**src/rtl/psc_trigger_pkg.sv**
```systemverilog
// Shared types and default frame constants for the PSC trigger serializer.
package psc_trigger_pkg;

    // Content of the frame currently being shifted out on a channel
    typedef enum logic {
        FT_IDLE = 1'b0,
        FT_TRIG = 1'b1
    } frame_type_t;

    localparam int PSC_FRAME_W_DEF = 100;

    // Frames are sent bit 0 first: idle is 1,0,1,0..., trigger is 0,1,1,0...
    localparam logic [PSC_FRAME_W_DEF-1:0] PSC_IDLE_PATTERN_DEF = {25{4'h5}};
    localparam logic [PSC_FRAME_W_DEF-1:0] PSC_TRIG_PATTERN_DEF = {25{4'h6}};

endpackage

```
**src/rtl/psc_trigger_channel.sv**
```systemverilog
// One PSC trigger link: input synchroniser, rising-edge detector, trigger
// queue counter, sticky overflow flag and the registered serial output.
module psc_trigger_channel
    import psc_trigger_pkg::*;
#(
    parameter int                 FRAME_W      = PSC_FRAME_W_DEF,
    parameter logic [FRAME_W-1:0] IDLE_PATTERN = PSC_IDLE_PATTERN_DEF,
    parameter logic [FRAME_W-1:0] TRIG_PATTERN = PSC_TRIG_PATTERN_DEF,
    parameter int                 QUEUE_DEPTH  = 3,
    parameter int                 SYNC_STAGES  = 2,
    localparam int                BIT_W        = $clog2(FRAME_W)
) (
    input  logic             pll_clock,
    input  logic             reset,
    input  logic             evr_trigger,
    input  logic             ch_enable,
    input  logic             clear_overflow,
    input  logic [BIT_W-1:0] bit_idx_next,
    input  logic             frame_last,
    output logic             psc_output,
    output logic             busy,
    output logic             overflow
);

    localparam int               PEND_W = $clog2(QUEUE_DEPTH + 1);
    localparam logic [PEND_W-1:0] Q_MAX = PEND_W'(QUEUE_DEPTH);

    logic [SYNC_STAGES-1:0] sync;
    logic                   sync_prev;
    logic                   edge_pulse;

    logic [PEND_W-1:0] pending, pending_next;
    frame_type_t       frame_type, frame_type_next;
    logic              inc, launch, drop;
    logic              overflow_next, out_next, busy_next;

    // Resynchronise the asynchronous trigger and register a one-cycle rising-edge pulse
    always_ff @(posedge pll_clock or negedge reset) begin
        if (!reset) begin
            sync       <= '0;
            sync_prev  <= 1'b0;
            edge_pulse <= 1'b0;
        end else begin
            sync       <= {sync[SYNC_STAGES-2:0], evr_trigger};
            sync_prev  <= sync[SYNC_STAGES-1];
            edge_pulse <= sync[SYNC_STAGES-1] & ~sync_prev;
        end
    end

    // Queue bookkeeping, frame selection and the next serial bit
    always_comb begin
        inc             = edge_pulse & ch_enable;
        // A trigger arriving on the last bit with an empty queue goes straight out
        launch          = frame_last & ch_enable & ((pending != '0) | inc);
        drop            = inc & ~launch & (pending == Q_MAX);
        pending_next    = pending;
        overflow_next   = overflow;
        frame_type_next = frame_type;

        if (!ch_enable) begin
            pending_next = '0;
        end else if (!drop) begin
            pending_next = pending + PEND_W'(inc) - PEND_W'(launch);
        end

        if (drop) begin
            overflow_next = 1'b1;
        end else if (clear_overflow) begin
            overflow_next = 1'b0;
        end

        // Frame content only changes at a frame boundary, so a frame in flight is never cut short
        if (frame_last) begin
            frame_type_next = launch ? FT_TRIG : FT_IDLE;
        end

        out_next  = (frame_type_next == FT_TRIG) ? TRIG_PATTERN[bit_idx_next]
                                                 : IDLE_PATTERN[bit_idx_next];
        busy_next = (frame_type_next == FT_TRIG) | (pending_next != '0);
    end

    // Channel state and registered outputs
    always_ff @(posedge pll_clock or negedge reset) begin
        if (!reset) begin
            pending    <= '0;
            overflow   <= 1'b0;
            frame_type <= FT_IDLE;
            psc_output <= IDLE_PATTERN[0];
            busy       <= 1'b0;
        end else begin
            pending    <= pending_next;
            overflow   <= overflow_next;
            frame_type <= frame_type_next;
            psc_output <= out_next;
            busy       <= busy_next;
        end
    end

endmodule

```
**src/rtl/psc_trigger_serializer.sv**
```systemverilog
// Multi-channel PSC trigger transmitter: one shared frame bit counter drives
// N_CH independent serial trigger channels.
module psc_trigger_serializer
    import psc_trigger_pkg::*;
#(
    parameter int                 N_CH         = 4,
    parameter int                 FRAME_W      = PSC_FRAME_W_DEF,
    parameter logic [FRAME_W-1:0] IDLE_PATTERN = PSC_IDLE_PATTERN_DEF,
    parameter logic [FRAME_W-1:0] TRIG_PATTERN = PSC_TRIG_PATTERN_DEF,
    parameter int                 QUEUE_DEPTH  = 3,
    parameter int                 SYNC_STAGES  = 2
) (
    input  logic            pll_clock,
    input  logic            reset,
    input  logic [N_CH-1:0] evr_trigger,
    input  logic [N_CH-1:0] ch_enable,
    input  logic [N_CH-1:0] clear_overflow,
    output logic [N_CH-1:0] psc_output,
    output logic            frame_start,
    output logic [N_CH-1:0] busy,
    output logic [N_CH-1:0] overflow
);

    localparam int               BIT_W    = $clog2(FRAME_W);
    localparam logic [BIT_W-1:0] LAST_IDX = BIT_W'(FRAME_W - 1);

    logic [BIT_W-1:0] bit_idx, bit_idx_next;
    logic             frame_last;

    // Next position in the shared frame, wrapping after the last bit
    always_comb begin
        frame_last   = (bit_idx == LAST_IDX);
        bit_idx_next = frame_last ? '0 : bit_idx + 1'b1;
    end

    // Shared frame timebase; frame_start marks bit 0 of every frame
    always_ff @(posedge pll_clock or negedge reset) begin
        if (!reset) begin
            bit_idx     <= '0;
            frame_start <= 1'b1;
        end else begin
            bit_idx     <= bit_idx_next;
            frame_start <= (bit_idx_next == '0);
        end
    end

    for (genvar c = 0; c < N_CH; c++) begin : g_ch
        psc_trigger_channel #(
            .FRAME_W      (FRAME_W),
            .IDLE_PATTERN (IDLE_PATTERN),
            .TRIG_PATTERN (TRIG_PATTERN),
            .QUEUE_DEPTH  (QUEUE_DEPTH),
            .SYNC_STAGES  (SYNC_STAGES)
        ) u_ch (
            .pll_clock      (pll_clock),
            .reset          (reset),
            .evr_trigger    (evr_trigger[c]),
            .ch_enable      (ch_enable[c]),
            .clear_overflow (clear_overflow[c]),
            .bit_idx_next   (bit_idx_next),
            .frame_last     (frame_last),
            .psc_output     (psc_output[c]),
            .busy           (busy[c]),
            .overflow       (overflow[c])
        );
    end

endmodule
```
**config.mk**
```make
export PLATFORM = sky130hd
export DESIGN_NAME = psc_trigger_serializer
export DESIGN_NICKNAME = d
export VERILOG_FILES = /design/src/rtl/psc_trigger_pkg.sv /design/src/rtl/psc_trigger_channel.sv /design/src/rtl/psc_trigger_serializer.sv
export SDC_FILE = /design/constraint.sdc
export NUM_CORES = 1
export LEC_CHECK = 0
export ABC_AREA = 1
export CAP_MARGIN = 20
export CORE_MARGIN = 5
export CORE_UTILIZATION = 45
export CTS_BUF_LIST = sky130_fd_sc_hd__clkbuf_2 sky130_fd_sc_hd__clkbuf_4 sky130_fd_sc_hd__clkbuf_8
export CTS_CLUSTER_DIAMETER = 150
export DETAILED_ROUTE_END_ITERATION = 10
export DONT_BUFFER_PORTS = 1
export GPL_ROUTABILITY_DRIVEN = 1
export GPL_TIMING_DRIVEN = 0
export PLACE_DENSITY_LB_ADDON = 0.2
export SETUP_SLACK_MARGIN = 0.5
export SKIP_LAST_GASP = 1
export SLEW_MARGIN = 20
export SYNTH_ARGS = -nofsm -noshare
export SYNTH_HDL_FRONTEND = slang
export SYNTH_SLANG_ARGS = --single-unit
```
**constraint.sdc**
```tcl
create_clock -name pll_clock -period 4.9 [get_ports pll_clock]
set_input_delay 0.245 -clock pll_clock [delete_from_list [all_inputs] [get_ports pll_clock]]
set_output_delay 0.245 -clock pll_clock [all_outputs]
set_load 0.05 [all_outputs]
```
==> impl_metrics.json <==
{
  "run_status": "completed",
  "synthAdderAreaFrac": 0.0503,
  "routed-via-count": 1510,
  "coreArea_mm2": 0.00479,
  "r2r_slack_ps": 2710,
  "cts_made_buffers": 5,
  "ios": 27,
  "gp_congestion": 0.776,
  "hold_class": "in2reg",
  "tightest_slew_ps": 253,
  "hold_viol": 0,
  "syn_area_mm2": 0.00224,
  "clkTransAtPathRegs_ps": 80,
  "synth_simple_gate_area_frac": 0.235,
  "fin_skew_ps": 4.00,
  "htree_num_levels": 2,
  "synth_top_family_by_area": "simple AND/OR/NAND/NOR gates",
  "tns_ps": 0,
  "grt_overflow": 0,
  "synth_compound_area_frac": 0.0279,
  "grt_pass1_wl_mm": 6.40,
  "dpl.hpwl_mm": 2.54,
  "ys_types": 18,
  "syn_nets": 291,
  "worstPathRequired_ps": 5080,
  "antenna-diode-count": 0,
  "drc_errors": 0,
  "reg2reg_depth": 15,
  "final_util": 0.521,
  "slew_violations": 0,
  "place_inst": 335,
  "clock_latency_ps": 290,
  "syn_area_per_cell_um2": 8.36,
  "wl_per_cell_um": 9.85,
  "max_cap_viol_count": 0,
  "cpPeakStageDelay_ps": 390,
  "r2r-end": "g_ch[0].u_ch.busy$_DFF_PN0_",
  "io_buffers": 0,
  "start_util": 0.468,
  "yosysSeqAreaShare": 0.539,
  "ys_ff_latch": 48,
  "rows": 25,
  "fmax_ghz": 0.457,
  "cts_tree": "done",
  "layout.nets": 304,
  "start_kind": "flip-flop",
  "dr.first_iter.drc_count": 50,
  "cpMostUsedCell": "nand2_1",
  "post-route-period-util": 0.446,
  "worstSetupPathType": "reg2reg",
  "p_leak_nw": 1.43,
  "synth.area.mux_share": 0,
  "setup_viol": 0,
  "detail-route-antenna-nets": 0,
  "synth_warnings": 0,
  "ir_worst_vdd_uv": 161,
  "area_growth_pct": 11.3,
  "whs_path_depth": 1,
  "root_buffer": "clkbuf_8",
  "crit_buf_inv": 3,
  "grt_usage": 0.128,
  "die_y_um": 80.5,
  "path_max_fanout": 7,
  "rr_startpoint": "bit_idx[0]$_DFF_PN0_",
  "antenna_found_initial": 0,
  "vias_per_cell": 4.33,
  "grt_max_degree": 49,
  "holdCritStartpoint": "clear_overflow[3]",
  "worstPathArrival_ps": 2370,
  "whs_endpoint": "g_ch[3].u_ch.overflow$_DFFE_PN0P_",
  "power.density_mw_per_mm2": 270,
  "rsz0062_at_grt": "no",
  "max-clock-path-buffers": 2,
  "pre_cts_slack_ps": 2700,
  "worst_setup_path_end_kind": "flip-flop",
  "synth-xor-area-share": 0,
  "setup_ws_ps": 2710,
  "drtPass1Iterations": 4,
  "path_delay_family": "simple AND/OR/NAND/NOR gates",
  "slowest_stage": "dfrtp_1",
  "worstPathCellList": "ha_1 -> nand2_1 -> nor2_2 -> nand2_1 -> inv_1 -> ha_1 -> inv_1 -> ha_1 -> inv_1 -> nand2_1 -> nand3_1 -> nand2_1 -> nand2_1 -> nand2_1 -> nand3_1",
  "cts.sinks": 48,
  "final_cells": 349,
  "fin_crit_ps": 2190,
  "post_cts_resized": 0,
  "drive_gt1_frac": 0.149,
  "die_width_um": 80.5,
  "fillerInstances": 456,
  "grt_pass1_vias": 1509,
  "relSlewSlack": 0.831,
  "design.die.area_mm2": 0.00649,
  "synthCells": 268,
  "drt_wl_total_mm": 3.44
}
## logic make-up after synthesis
| group | after synthesis |
|---|---|
| AOI/OAI and AO/OA | 12 |
| adders and majority gates | 9 |
| buffers and inverters | 74 |
| DFF | 48 |
| and+or+nand+nor | 125 |
## what timing repair did
action	in CTS	in global routing
setup buffers	0	0
endpoints found under the hold margin	52	0
hold buffers	6	0
## synth_stat cells
cell	count	share of area
ha_1	9	0.050
nand4_1	2	0.0056
nand2_2	7	0.020
nand3_1	18	0.040
o21bai_1	1	0.0034
nor2_1	13	0.022
a21oi_1	1	0.0022
o21ai_0	10	0.022
buf_2	1	0.0022
buf_4	12	0.040
dfstp_2	5	0.059
inv_1	56	0.094
nor2_2	3	0.0084
nand2_1	79	0.13
dfrtp_1	43	0.48
inv_2	4	0.0067
nor3_1	3	0.0067
buf_6	1	0.0050
## layer usage
layer | track usage | vias up | part of all wire
met2 | 0.213 | 25 | 0.45
met1 | 0.156 | 666 | 0.48
met3 | 0.0426 | 5 | 0.062
met4 | 0.0456 | 0 | 0.017
li1 | - | 814 | -
met5 | 0 | - | 0
## report_power, final
group	leakage [nW]	total, mW	switching [mW]	internal (mW)
logic	0.816	0.0304	0.0186	0.0118
registers	0.563	0.408	0.00334	0.405
clock network	0.0510	0.234	0.121	0.113
## flip-flops by register name, summed over array words and instances, names as in the netlist
name,cells
g_ch.u_ch.sync_prev,4
g_ch.u_ch.frame_type,4
g_ch.u_ch.sync,8
g_ch.u_ch.edge_pulse,4
g_ch.u_ch.psc_output,4
g_ch.u_ch.busy,4
frame_start,1
bit_idx,7
g_ch.u_ch.pending,8
g_ch.u_ch.overflow,4
## layout make-up
| type | count | area (um2) | share of cell area |
|---|---|---|---|
| Timing Repair Buffer | 6 | 77.6 | 0.0311 |
| Clock inverter | 2 | 10.0 | 0.00401 |
| Buffer | 14 | 106 | 0.0426 |
| Inverter | 60 | 225 | 0.0903 |
| Multi-Input combinational cell | 146 | 701 | 0.281 |
| Sequential cell | 48 | 1210 | 0.484 |
| Clock buffer | 6 | 82.6 | 0.0331 |
| Tap cell | 67 | 83.8 | 0.0336 |
## layout by cell type (no fill, tap or decap), types with 3 or more instances in the layout
cell	netlist	layout
buf_4	12	12
clkbuf_8	0	6
dfrtp_1	43	43
dfstp_2	5	5
dlygate4sd3_1	0	5
ha_1	9	9
inv_1	56	56
inv_2	4	4
nand2_1	79	79
nand2_2	7	7
nand3_1	18	18
nor2_1	13	13
nor2_2	3	3
nor3_1	3	3
o21ai_0	10	10
## stage by stage
step	total power, mW	instance area [um2]	hold WS (ps)
3_3_place_gp	0.433	2320	-48.5
2_1_floorplan	0.430	2240	-50.6
6_report	0.672	2490	45.4
3_5_place_dp	0.434	2320	-48.6
5_1_grt	0.708	2490	40.4
4_1_cts	0.688	2490	33.5
## worst max path at each step
stage                    startpoint                     endpoint  slack [ps]  depth (start not counted)
6_report       bit_idx[0]$_DFF_PN0_  g_ch[0].u_ch.busy$_DFF_PN0_        2710                         15
5_1_grt        bit_idx[0]$_DFF_PN0_  g_ch[0].u_ch.busy$_DFF_PN0_        2380                         15
4_1_cts        bit_idx[0]$_DFF_PN0_  g_ch[0].u_ch.busy$_DFF_PN0_        2660                         15
3_5_place_dp   bit_idx[0]$_DFF_PN0_  g_ch[0].u_ch.busy$_DFF_PN0_        2700                         15
3_3_place_gp   bit_idx[0]$_DFF_PN0_  g_ch[0].u_ch.busy$_DFF_PN0_        2710                         15
2_1_floorplan  bit_idx[0]$_DFF_PN0_  g_ch[2].u_ch.busy$_DFF_PN0_        3010                         16
(Power assumes the default switching activity.)
